[src/rtl/afpm_host_driver.sv]
// afpm_host_driver: host-side initiator for the byte-serial FP16 log-multiplier tile.
// Serialises an operand pair onto the tile's ui/uio pins as start, low and high bytes.
// It then captures the two result bytes from uo at the tile's fixed latency.
// Optional feature macro: AFPM_DRV_SKID_EN adds a 1-entry operand buffer, which lets the
// driver accept the next pair while a transaction is in flight.
module afpm_host_driver #(
  parameter logic [7:0]  START_TOKEN = 8'h01,
  parameter int unsigned RESP_LAT    = 10,
  parameter int unsigned RST_GUARD   = 12
) (
  input  logic        clk,
  input  logic        rst,
  input  logic        in_valid,
  output logic        in_ready,
  input  logic [15:0] in_a,
  input  logic [15:0] in_b,
  output logic        res_valid,
  input  logic        res_ready,
  output logic [15:0] res_data,
  output logic        busy,
  output logic [7:0]  dut_ui,
  output logic [7:0]  dut_uio,
  input  logic [7:0]  dut_uo
);

  localparam int unsigned GW = (RST_GUARD < 2) ? 1 : $clog2(RST_GUARD + 1);
  localparam logic [GW-1:0] GuardInit = GW'(RST_GUARD);
  // WAIT covers c3..c(RESP_LAT-1), so the down-counter runs RESP_LAT-4 .. 0.
  localparam logic [6:0] WaitInit = 7'(RESP_LAT - 4);

  if (START_TOKEN == 8'h00) begin : g_bad_token
    $error("afpm_host_driver: START_TOKEN must be non-zero");
  end
  if (RESP_LAT < 4) begin : g_bad_lat
    $error("afpm_host_driver: RESP_LAT must be at least 4");
  end

  typedef enum logic [3:0] {
    StGuard, StIdle, StStart, StSendLo, StSendHi, StWait, StCapLo, StCapHi, StDone
  } state_e;

  state_e        state_q, state_d;
  logic [GW-1:0] guard_q, guard_d;
  logic [6:0]    wait_q, wait_d;
  logic [15:0]   a_q, a_d, b_q, b_d;
  logic [15:0]   res_q, res_d;
  logic          res_valid_q, res_valid_d;
  logic [7:0]    ui_q, ui_d, uio_q, uio_d;
  logic          accept;

`ifdef AFPM_DRV_SKID_EN
  logic          buf_vld_q, buf_vld_d;
  logic [15:0]   buf_a_q, buf_a_d, buf_b_q, buf_b_d;

  assign in_ready = (state_q != StGuard) && !buf_vld_q;
`else
  assign in_ready = (state_q == StIdle);
`endif

  assign accept    = in_valid && in_ready;
  assign res_valid = res_valid_q;
  assign res_data  = res_q;
  assign dut_ui    = ui_q;
  assign dut_uio   = uio_q;
  assign busy      = (state_q == StStart) || (state_q == StSendLo) || (state_q == StSendHi) ||
                     (state_q == StWait)  || (state_q == StCapLo)  || (state_q == StCapHi);

  // Next-state, operand latching, result capture and buffer management.
  always_comb begin
    state_d = state_q;
    guard_d = guard_q;
    wait_d  = wait_q;
    a_d     = a_q;
    b_d     = b_q;
    res_d   = res_q;
`ifdef AFPM_DRV_SKID_EN
    buf_vld_d = buf_vld_q;
    buf_a_d   = buf_a_q;
    buf_b_d   = buf_b_q;
`endif
    case (state_q)
      StGuard: begin
        if (guard_q <= GW'(1)) state_d = StIdle;
        else                   guard_d = guard_q - GW'(1);
      end
      StIdle: begin
`ifdef AFPM_DRV_SKID_EN
        if (buf_vld_q) begin
          a_d       = buf_a_q;
          b_d       = buf_b_q;
          buf_vld_d = 1'b0;
          state_d   = StStart;
        end else
`endif
        if (accept) begin
          a_d     = in_a;
          b_d     = in_b;
          state_d = StStart;
        end
      end
      StStart:  state_d = StSendLo;
      StSendLo: state_d = StSendHi;
      StSendHi: begin
        wait_d  = WaitInit;
        state_d = StWait;
      end
      StWait: begin
        if (wait_q == 7'd0) state_d = StCapLo;
        else                wait_d  = wait_q - 7'd1;
      end
      StCapLo: begin
        res_d[7:0] = dut_uo;
        state_d    = StCapHi;
      end
      StCapHi: begin
        res_d[15:8] = dut_uo;
        state_d     = StDone;
      end
      StDone: begin
        if (res_ready) begin
`ifdef AFPM_DRV_SKID_EN
          if (buf_vld_q) begin
            a_d       = buf_a_q;
            b_d       = buf_b_q;
            buf_vld_d = 1'b0;
            state_d   = StStart;
          end else begin
            state_d = StIdle;
          end
`else
          state_d = StIdle;
`endif
        end
      end
      default: state_d = StGuard;
    endcase
`ifdef AFPM_DRV_SKID_EN
    // Pairs accepted outside IDLE park in the buffer until the current result is taken.
    if (accept && (state_q != StIdle)) begin
      buf_vld_d = 1'b1;
      buf_a_d   = in_a;
      buf_b_d   = in_b;
    end
`endif
  end

  // Pin drive is registered from the next state so pins line up with the state cycle.
  always_comb begin
    ui_d  = 8'h00;
    uio_d = 8'h00;
    case (state_d)
      StStart:  ui_d = START_TOKEN;
      StSendLo: begin
        ui_d  = a_q[7:0];
        uio_d = b_q[7:0];
      end
      StSendHi: begin
        ui_d  = a_q[15:8];
        uio_d = b_q[15:8];
      end
      default: ;
    endcase
    res_valid_d = (state_d == StDone);
  end

  // State and output registers; reset aborts any transaction and re-enters GUARD.
  always_ff @(posedge clk or posedge rst) begin
    if (rst) begin
      state_q     <= StGuard;
      guard_q     <= GuardInit;
      wait_q      <= 7'd0;
      a_q         <= 16'h0000;
      b_q         <= 16'h0000;
      res_q       <= 16'h0000;
      res_valid_q <= 1'b0;
      ui_q        <= 8'h00;
      uio_q       <= 8'h00;
    end else begin
      state_q     <= state_d;
      guard_q     <= guard_d;
      wait_q      <= wait_d;
      a_q         <= a_d;
      b_q         <= b_d;
      res_q       <= res_d;
      res_valid_q <= res_valid_d;
      ui_q        <= ui_d;
      uio_q       <= uio_d;
    end
  end

`ifdef AFPM_DRV_SKID_EN
  // Skid buffer registers.
  always_ff @(posedge clk or posedge rst) begin
    if (rst) begin
      buf_vld_q <= 1'b0;
      buf_a_q   <= 16'h0000;
      buf_b_q   <= 16'h0000;
    end else begin
      buf_vld_q <= buf_vld_d;
      buf_a_q   <= buf_a_d;
      buf_b_q   <= buf_b_d;
    end
  end
`endif

endmodule

[config.mk]
export PLATFORM = sky130hd
export DESIGN_NAME = afpm_host_driver
export DESIGN_NICKNAME = d
export VERILOG_FILES = /design/src/rtl/afpm_host_driver.sv
export SDC_FILE = /design/constraint.sdc
export NUM_CORES = 1
export LEC_CHECK = 0
export CAP_MARGIN = 30
export CELL_PAD_IN_SITES_DETAIL_PLACEMENT = 1
export CELL_PAD_IN_SITES_GLOBAL_PLACEMENT = 1
export CORE_ASPECT_RATIO = 0.5
export CORE_MARGIN = 1
export CORE_UTILIZATION = 27
export CTS_BUF_LIST = sky130_fd_sc_hd__clkbuf_2
export CTS_CLUSTER_DIAMETER = 80
export DETAILED_ROUTE_END_ITERATION = 10
export PLACE_DENSITY_LB_ADDON = 0.1
export SYNTH_ARGS = -nofsm -noshare
export SYNTH_HDL_FRONTEND = slang
export SYNTH_SLANG_ARGS = --single-unit
[constraint.sdc]
create_clock -name clk -period 4.55 [get_ports clk]
set_input_delay 0.91 -clock clk [delete_from_list [all_inputs] [get_ports clk]]
set_output_delay 0.91 -clock clk [all_outputs]
set_load 0.05 [all_outputs]
Word-level counts from Yosys, hierarchy flattened
Cells that the tools add are included.
Storage, ports and cells
  register bits: 80
  bits in latches: 0
  memory bits (writable): 0
  ROM bits: 0
  input bits: 44
  output and inout port bits: 35
  logic and storage cells: 48
  memories: 0
Operators by class
  add/sub/neg operators: 2
  multipliers: 0
  div/mod/pow operators: 0
  magnitude comparators: 1
  eq/ne operators: 13
  shift-type cells: 0
  multiplexer cells: 9
  bitwise logic cells: 1
  reductions and logical operators: 12
Operator list (count)
  one-hot mux 4 bit (9 select lines): 1
  one-hot mux 8 bit (3 select lines): 1
  == test 4 x 3 -> 1 bit (second input constant): 5
  == test 4 x 2 -> 1 bit (second input constant): 4
  2-to-1 mux 4 bit: 4
  one-hot mux 8 bit (2 select lines): 1
  one-hot mux 7 bit (2 select lines): 1
  == test 4 bit (second input constant): 2
  logical NOT 7 bit: 1
  2-to-1 mux 7 bit: 1
  subtractor 7 x 1 -> 7 bit (second input constant): 1
  AND reduction 2 bit: 3
  logical OR 1 bit: 5
  == test 4 x 1 -> 1 bit (second input constant): 1
  less-or-equal comparator 4 x 1 -> 1 bit (second input constant): 1
  logical NOT 4 bit: 1
  subtractor 4 x 1 -> 4 bit (second input constant): 1
  inequality test 2 bit (second input constant): 1
  nonzero test 2 bit: 1
  logical AND 1 bit: 1
  NOT 1 bit: 1

Depth between registers and ports, before layout
Gate-level depths: netlist of the first run.
  depth after elaboration: 6
  depth in mapped cells: 6
  mapped depth without buffers: 6

Worst setup path after synthesis of the first run
Ideal clock, no wire load.
  path kind: reg2out
  start: register state_q[2]
  end: output busy
  arrival: 1.303 ns
  path slack: 2.337 ns
  cell stages (with the launch flop): 4
  cells stage by stage: dfrtp_1 -> buf_2 -> nor2_1 -> nor2_1
On the way
  word-level cells in the longest chain between the ends: 6
  elaborated cells between the ends (all ways): 11
  those cells by class: eq/ne: 6; reduce/logical: 5
RTL lines
  start: declaration: RTL line 42  | state_e state_q, state_d;
  start signal: assignment: RTL line 169  | state_q <= StGuard;
  start signal: assignment: RTL line 179  | state_q <= state_d;
  == test 4 x 2 -> 1 bit: RTL line 65  | assign busy = (state_q == StStart) || (state_q == StSendLo) || (state_q == StSendHi) ||
  logical OR 1 bit (3 in a row): RTL line 65
  logical OR 1 bit: RTL line 66  | (state_q == StWait) || (state_q == StCapLo) || (state_q == StCapHi);
  logical OR 1 bit *: RTL line 66
  end: declaration: RTL line 20  | output logic busy,
Mark *: on every way between the ends. The rest lies on a longest branch, timed or not.

Worst setup path in the final report of the first run
  start: register state_q[0]
  end: output in_ready
On the way
  word-level cells in the longest chain between the ends: 1
RTL lines
  == test 4 x 1 -> 1 bit: RTL line 57  | assign in_ready = (state_q == StIdle);
  end: declaration: RTL line 14  | output logic in_ready,
Every way passes these cells.

==> results of run 1 <==
-- cells by family after synthesis --
family	share of synthesized area (%)
AO/OA/AOI/OAI	7.74
XOR/XNOR	1.27
adder cells (fa/ha/maj)	1.09
buffers and inverters	3.52
flip-flops	58.2
multiplexers	19.5
AND/OR/NAND/NOR	8.68
-- cell type report --
class,instances,area (um^2)
Clock inverter,7,52.6
Multi-Input combinational cell,134,1320
Timing Repair Buffer,83,843
Sequential cell,80,2000
Fill cell,1290,7610
Clock buffer,9,45.0
Inverter,11,42.5
Tap cell,165,206
-- layer usage --
| layer | wire, um | vias up | track usage (%) |
|---|---|---|---|
| met5 | 0 | - | 0 |
| met4 | 102 | 0 | 4.25 |
| met3 | 286 | 9 | 4.09 |
| met2 | 3790 | 43 | 21.8 |
| met1 | 3210 | 1071 | 13.8 |
| li1 | - | 1003 | - |
-- report_power, final --
| group | internal, W | total [W] | switching [W] | leakage, nW |
|---|---|---|---|---|
| Combinational | 0.000702 | 0.00150 | 0.000802 | 1.00 |
| Clock | 0.0000752 | 0.000342 | 0.000267 | 0.0530 |
| Sequential | 0.00100 | 0.00122 | 0.000219 | 0.990 |
| Total | 0.00178 | 0.00307 | 0.00129 | 2.05 |
-- state kept, by name (all words and copies together), names as in the netlist --
register	cells
a_q	16
b_q	16
res_data	16
dut_ui	8
dut_uio	8
wait_q	7
guard_q	4
state_q	4
res_valid	1
-- worst min path at each step --
| stage | from | end | slack (ns) | cells past startpoint |
|---|---|---|---|---|
| after floorplan | wait_q[6] | wait_q[6] | 0.46 | 1 |
| after global placement | a_q[1] | dut_ui[1] | 0.48 | 1 |
| after detailed placement | a_q[3] | dut_ui[3] | 0.48 | 1 |
| after CTS | a_q[2] | dut_ui[2] | 0.51 | 1 |
| after global routing | a_q[2] | dut_ui[2] | 0.54 | 1 |
| final | a_q[2] | dut_ui[2] | 0.50 | 1 |
-- metrics by stage --
stage / hold slack [ns] / utilization, % / setup WS [ns]
finish: 0.499 / 37.2 / 1.23
global route: 0.541 / 37.2 / 1.05
global placement: 0.478 / 36.1 / 1.82
detailed placement: 0.484 / 36.4 / 1.83
CTS: 0.513 / 37.2 / 1.14
floorplan: 0.459 / - / 1.59
-- synthesized netlist by cell type, types with 2 or more instances --
cell type / number / area, um^2
buf_4: 2 / 15.0
buf_6: 4 / 45.0
dfrtp_1: 78 / 1950
nor4b_4: 2 / 47.6
xnor2_1: 2 / 17.5
and3_1: 2 / 12.5
ha_1: 3 / 37.5
buf_2: 4 / 20.0
xor2_1: 3 / 26.3
nor3_2: 2 / 20.0
o21ai_0: 2 / 10.0
inv_1: 10 / 37.5
nand2_1: 7 / 26.3
a21oi_1: 4 / 20.0
a22o_1: 16 / 140
dfstp_2: 2 / 52.6
nand3_1: 3 / 15.0
mux2_2: 19 / 214
nor3_1: 2 / 10.0
nor2_1: 14 / 52.6
nor2b_1: 3 / 18.8
mux2_4: 29 / 435
nand2b_1: 2 / 12.5
==> flow_summary.yaml, run 1 <==
worst_hold_path:
  hold_path.class: "flip-flop to flip-flop"
clocking:
  cts_buffers: 9
  clock_latency_ns: 0.57
  clockRootBuffer: "clkbuf_2"
  cts_tree: "built"
  cts_max_path_buffers: 2
  cts_resized: 0
  cts_sinks: 80
  cts_setup_buffers: 0
  cts.clk_slew.worst_paths_ns: 0.26
  htreeDepth: 3
  ctsHoldBuffers: 0
placed_design:
  placed_area_um2: 4410
  placed_cells: 473
  routabilityCongestion: 0.750
  io_buffers: 78
  dp_hpwl_mm: 5.26
synthesis:
  synth.avg_cell_area_um2: 14.7
  ys_dominant_reg_cell: "dfrtp_1"
  async_flop_share_pct: 100
  synth_seq_area_share_pct: 58.2
  syn_inst: 235
  ys_ff_latch: 80
  synth_nets: 282
  yosysUniqueCellTypes: 43
  synth_edf_count: 0
  synth_warnings: 0
  synth_area_um2: 3440
sta:
  finalCritPeriodShare_pct: 73.0
  fmax_ghz: 0.301
  fin_setup_tns_ns: 0
  grt_setup_unrepaired: "false"
  fin_worst_skew_ns: 0.0308
  worst_pin_slew_ns: 0.672
  finalHoldViolations: 0
  maxSlewViolCount: 0
  finalSetupViolCount: 0
  max_slew_margin_pct: 54.8
  fin_crit_ns: 3.32
critical_path:
  ff2ff_setup_slack_ns: 2.52
  cp-end-kind: "output pin"
  crit_path_start_kind: "flip-flop"
  slowest_delay_ns: 0.86
  r2r_start: "state_q[0]"
  r2r_end: "b_q[3]"
  crit_cells: 2
  crit_buf_inv: 1
  critPathKind: "flip-flop to output pin"
  cp_slowest_cell: "clkdlybuf4s50_1"
  crit_fanout: 10
  path_cells: "nor4b_4 -> clkdlybuf4s50_1"
  worstPathArrival_ns: 2.41
  required_ns: 3.64
  crit_family: "buffers and inverters"
  critPathCapture: "in_ready"
  crit_start: "state_q[0]"
  r2r_cells: 4
grt:
  grt_overflow: 0
  grt_pass1_wl_mm: 12.0
  gr-usage-all-layers_pct: 12.1
  grt_pass1_vias: 2353
  antenna_found_initial: 0
  grt_max_degree: 39
cells_and_area:
  design_area_um2: 4510
  drive_above_1_share_pct: 25.9
  antenna_cells: 0
  fin_cells: 489
  nNetsFinal: 366
  layout_common_cells: "78 x dfrtp_1, 78 x clkdlybuf4s50_1, 29 x mux2_4"
  syn2layout_area_growth_pct: 31.0
routing:
  wl_per_cell_um: 15.1
  first_iter_violations: 67
  routed_wl_mm: 7.39
  ant_nets: 0
  vias_per_cell: 4.35
  vias: 2126
  drc_errors: 0
  dr.pass1.iters: 4
die:
  die_y_um: 81.9
  die_area_um2: 13200
  placeableCoreArea_um2: 12100
  rows: 28
  start_util_pct: 28.4
  die_w_um: 162
  ioPinCount: 79
status:
  status: "finished, final reports clean"
power:
  peakVddDrop_v: 0.000308
  p_total_w: 0.00307
  power_density_nw_per_um2: 680
  leakagePower_nw: 2.05
flow_run:
  cap_violations: 0
Note: power is estimated with default switching activity, not from simulation.
==> run 2: changes to the inputs <==
==> constraint.sdc (replaced) <==
create_clock -name clk -period 3.2 [get_ports clk]
set_input_delay 0.64 -clock clk [delete_from_list [all_inputs] [get_ports clk]]
set_output_delay 0.64 -clock clk [all_outputs]
set_load 0.05 [all_outputs]
==> flow_summary.yaml, run 2 (synthesis results as in run 1) <==
routing:
  first_iter_violations: 84
  ant_nets: 0
  wl_per_cell_um: 15.4
  vias_per_cell: 4.39
  routed_wl_mm: 7.51
  drc_errors: 0
  dr.pass1.iters: 4
  vias: 2145
sta:
  fin_worst_skew_ns: 0.0230
  fin_setup_tns_ns: 0
  worst_pin_slew_ns: 0.717
  max_slew_margin_pct: 51.8
  grt_setup_unrepaired: "false"
  postLayoutSetupSlackWorst_ns: 0.197
  finalSetupViolCount: 0
  fin_crit_ns: 3.00
  fmax_ghz: 0.333
  whs_ns: 0.407
  finalCritPeriodShare_pct: 93.8
  finalHoldViolations: 0
  maxSlewViolCount: 0
die:
  placeableCoreArea_um2: 12100
  die_w_um: 162
  start_util_pct: 28.4
  rows: 28
  die_y_um: 81.9
  die_area_um2: 13200
  ioPinCount: 79
critical_path:
  r2r_end: "wait_q[5]"
  cp_slowest_cell: "clkdlybuf4s50_1"
  cp-end-kind: "output pin"
  path_cells: "nor4b_4 -> clkdlybuf4s50_1"
  worstPathArrival_ns: 2.36
  r2r_cells: 4
  crit_path_start_kind: "flip-flop"
  crit_family: "buffers and inverters"
  required_ns: 2.56
  crit_fanout: 10
  critPathKind: "flip-flop to output pin"
  r2r_start: "state_q[2]"
  crit_buf_inv: 1
  ff2ff_setup_slack_ns: 1.22
  slowest_delay_ns: 0.86
placed_design:
  io_buffers: 78
  dpl_worst_slack_ns: 0.762
  placed_cells: 472
  routabilityCongestion: 0.750
  dp_hpwl_mm: 5.15
clocking:
  ctsHoldBuffers: 0
  cts_tree: "built"
  cts_sinks: 80
  htreeDepth: 3
  cts_buffers: 9
  cts.clk_slew.worst_paths_ns: 0.21
  cts_resized: 0
  cts_max_path_buffers: 2
  cts_setup_buffers: 0
  clock_latency_ns: 0.52
  clockRootBuffer: "clkbuf_2"
power:
  p_seq_share_pct: 40.2
  power.share.clock_pct: 10.7
  peakVddDrop_v: 0.000496
  power_density_nw_per_um2: 963
  leakagePower_nw: 2.04
  switchingPower_w: 0.00180
  switching_share_pct: 41.6
  p_int_w: 0.00252
  p_total_w: 0.00432
  comb_power_share_pct: 49.2
cells_and_area:
  syn2layout_area_growth_pct: 30.3
  nNetsFinal: 365
  drive_above_1_share_pct: 25.7
  nFillCells: 1323
  fin_cells: 489
  layout_common_cells: "78 x dfrtp_1, 78 x clkdlybuf4s50_1, 29 x mux2_4"
grt:
  grt_pass1_wl_mm: 12.2
  antenna_found_initial: 1
  gr-usage-all-layers_pct: 12.2
  grt_overflow: 0
  grt_max_degree: 57
  grt_pass1_vias: 2348
status:
  status: "finished, final reports clean"
flow_run:
  cap_violations: 0
worst_hold_path:
  hold_path.class: "input pin to async pin"
-- run 2: worst max path at each step --
stage / from / endpoint / slack, ns / depth (start not counted)
floorplan: rst / a_q[0] / 0.51 / 1
CTS: state_q[0] / in_ready / 0.11 / 2
global placement: state_q[0] / in_ready / 0.78 / 2
finish: state_q[0] / in_ready / 0.20 / 2
global route: state_q[0] / in_ready / 0.01 / 2
detailed placement: state_q[0] / in_ready / 0.76 / 2
-- run 2: per-stage QoR --
stage | area, um^2 | utilization (%)
floorplan | 3440 | -
global placement | 4390 | 36.3
detailed placement | 4390 | 36.3
CTS | 4480 | 37.0
global route | 4490 | 37.0
finish | 4490 | 37.0
-- run 2: power groups by stage --
stage / clock network [W] / registers (W) / logic [W]
after CTS: 0.000494 / 0.00174 / 0.00216
after global placement: 0 / 0.00174 / 0.00211
after global routing: 0.000532 / 0.00181 / 0.00226
after floorplan: 0 / 0.00220 / 0.00109
final: 0.000460 / 0.00174 / 0.00212
after detailed placement: 0 / 0.00177 / 0.00215
-- run 2: layer usage --
metal	vias up	wire length, um	GRT usage, %
li1	1001	-	-
met3	8	298	4.04
met2	40	3710	20.7
met4	0	77	3.40
met1	1096	3420	15.2
met5	-	0	0
-- run 2: area by class of cell --
cell class / instances / area (um^2) / share of cell area, %
timing repair buffer: 82 / 823 / 18.4
clock inverter: 5 / 33.8 / 0.753
tap: 165 / 206 / 4.60
multi-input combinational: 134 / 1320 / 29.4
inverter: 11 / 42.5 / 0.948
clock buffer: 11 / 55.1 / 1.23
sequential: 80 / 2000 / 44.7
antenna: 1 / 2.50 / 0.0558
==> variant, RTL diff (config.mk and constraints of run 2) <==
Encoding of `state_e`: now one-hot (9 bits for 9 states).
--- a/src/rtl/afpm_host_driver.sv
+++ b/src/rtl/afpm_host_driver.sv
@@ -35,8 +35,8 @@
     $error("afpm_host_driver: RESP_LAT must be at least 4");
   end
 
-  typedef enum logic [3:0] {
-    StGuard, StIdle, StStart, StSendLo, StSendHi, StWait, StCapLo, StCapHi, StDone
+  typedef enum logic [8:0] {
+    StGuard = 9'b000000001, StIdle = 9'b000000010, StStart = 9'b000000100, StSendLo = 9'b000001000, StSendHi = 9'b000010000, StWait = 9'b000100000, StCapLo = 9'b001000000, StCapHi = 9'b010000000, StDone = 9'b100000000
   } state_e;
 
   state_e        state_q, state_d;
Behaviour: no difference found for any inputs over 10 cycles, from zero or initial values and one cycle with rst high; not proved beyond that.
==> variant against run 2 <==
Wire length increased by 4.0%. Hold slack improved by 0.078 ns. Critical path type unchanged. Die area increased by 3.3%. Worst setup slack improved by 0.045 ns. Sequential share of layout area increased by 1.4 points. Area after synthesis increased by 3.3%. Synthesized cell count increased by 9.8%. Sequential cell count increased by 5. Via count increased by 9.5%. Design area increased by 3.2%.
Power is not compared: it rests on default switching activity, and its combinational part moved more than twofold at a synthesized area within 25%.
==> variant: results (changes against run 2) <==
largest net degree at the start of global routing = 47 (-18%)
YS warnings = 0 (unchanged)
Clock Path Buffers = 2 (unchanged)
CP max stage cell = dfstp_2
met3 Track Usage GR = 4.45% (+0.41 points)
compound-gate portion of the synthesized area = 8.47% (+0.73 points)
adder-cell share of the synthesized area = 1.41% (+0.32 points)
input/output buffers = 78 (unchanged)
CTS buffer count = 9 (unchanged)
global-route wire length before repair = 12,700 µm (+4.1%)
Root Driver = clkbuf_2
relative slew slack = 60.5% (+8.7 points)
Setup-failing EPs final = 0 (unchanged)
Unique masters post-synth = 44 (+2.3%)
HP Class = in -> async
Main synth FF type = dfrtp_1
period utilisation layout = 92.4% (-1.4 points)
post-layout net count = 392 (+7.4%)
worst vdd ir = 0.194 mV
Place WS = 0.645 ns (-0.117 ns)
worst-path fanout max = 9 (-1)
vias in the first global route = 2,422 (+3.2%)
Vias = 2,348 (+9.5%)
GRT Overall Usage = 12.4% (+0.10 points)
critical path's top delay family = simple AND/OR/NAND/NOR gates
1st-pass router iterations = 4 (unchanged)
Final Skew = 0.0257 ns (+0.00268 ns)
initial DRC count = 106 (+26%)
post-CTS setup repair buffer count = 0 (unchanged)
Final HPWL DP = 5310 µm (+3.3%)
Post-synth ARST share = 100% (unchanged)
register area share after synthesis = 59.9% (+1.7 points)
initial antenna violation count = 0 (-1)
crit-path max cell delay = 0.65 ns (-0.21 ns)
met1 Use GR = 16.0% (+0.82 points)
Avg Cell Area, Syn = 13.8 µm² (-5.9%)
status = finished clean
dpl cells = 503 (+6.6%)
most frequent cells after synthesis = 82 x dfrtp_1, 45 x mux2_2, 15 x a22o_1
Ant. Diodes = 0 (-1)
Placer Congestion = 0.733 (-2.2%)
final std cells w/o fill = 519 (+6.1%)
net switching share of the total power = 33.6%
routing usage on met2 = 19.2% (-1.5 points)
worst endpoint data arrival time = 2.32 ns (-0.04 ns)
fraction of layout cells with a size suffix above 1 = 22.9% (-2.8 points)
Worst-path clk slew = 0.26 ns (+0.05 ns)
xor/xnor share of the synthesized area = 0.985% (-0.29 points)
filler instances = 1,371 (+3.6%)
Syn Nets = 306 (+8.5%)
top post-synthesis cells by area = dfrtp_1 58%, mux2_2 14%, a22o_1 3.7%, dfstp_2 2.2%, ha_1 1.4%
Post-Route WL = 7810 µm (+4.0%)
# resized after CTS = 1 (+1)
Leak Pwr = 2.03 nW
final number of hold-violating endpoints = 0 (unchanged)
placed instance area = 4530 µm² (+3.2%)
htree depth = 3 (unchanged)
post-synthesis mux area share = 15.2% (-4.3 points)
Clk Latency, worst-skew pair = 0.56 ns (+0.04 ns)
-- variant: changes by cell type in the layout (fill, tap and decap cells not counted), moves of 3 or more --
| cell | change |
|---|---|
| mux2_4 | -29 |
| mux2_2 | +26 |
| o21ai_0 | +7 |
| or3_1 | +5 |
| dfrtp_1 | +4 |
| nor4_1 | +4 |
| a21oi_1 | +3 |
| and2_1 | +3 |
| buf_4 | +3 |
| nand4_1 | +3 |
| nor2_1 | -3 |
-- variant: cell type report --
cell class	instances	area [µm²]	share of cell area [%]
sequential	85	2130	46.0
multi-input combinational	154	1320	28.4
timing repair buffer	84	835	18.0
tap	170	213	4.60
clock inverter	7	50.0	1.08
clock buffer	9	45.0	0.973
inverter	10	38.8	0.838
-- variant: per-layer routing --
metal | share of wire (%) | vias up
li1 | - | 1109
met5 | 0 | -
met4 | 1.0 | 0
met1 | 46 | 1184
met2 | 48 | 48
met3 | 4.9 | 7
-- variant: final timing paths --
check,cells past startpoint,from,slack [ns],endpoint
min in group clk,1,a_q[15],0.52,dut_ui[7]
max reg2reg,5,state_q[4],1.07,a_q[9]
min reg2reg,1,a_q[15],0.52,dut_ui[7]
max,5,state_q[0],0.24,busy
min,3,rst,0.48,b_q[0]
max in group asynchronous,3,rst,2.26,guard_q[2]
-- variant: worst reg2reg max path, stage by stage (launching register included) --
cell     delay (ns)
dfrtp_1        0.51
nor4_4         0.37
nand2_2        0.17
nor3_4         0.17
buf_4          0.42
mux2_2         0.41
-- variant: power by group through the flow --
stage	Sequential [mW]	Clock, mW	Combinational [mW]
after floorplan	1.55	0	0.496
after global placement	1.49	0	0.769
after detailed placement	1.50	0	0.795
after CTS	1.48	0.546	0.794
after global routing	1.52	0.590	0.853
final	1.48	0.501	0.780
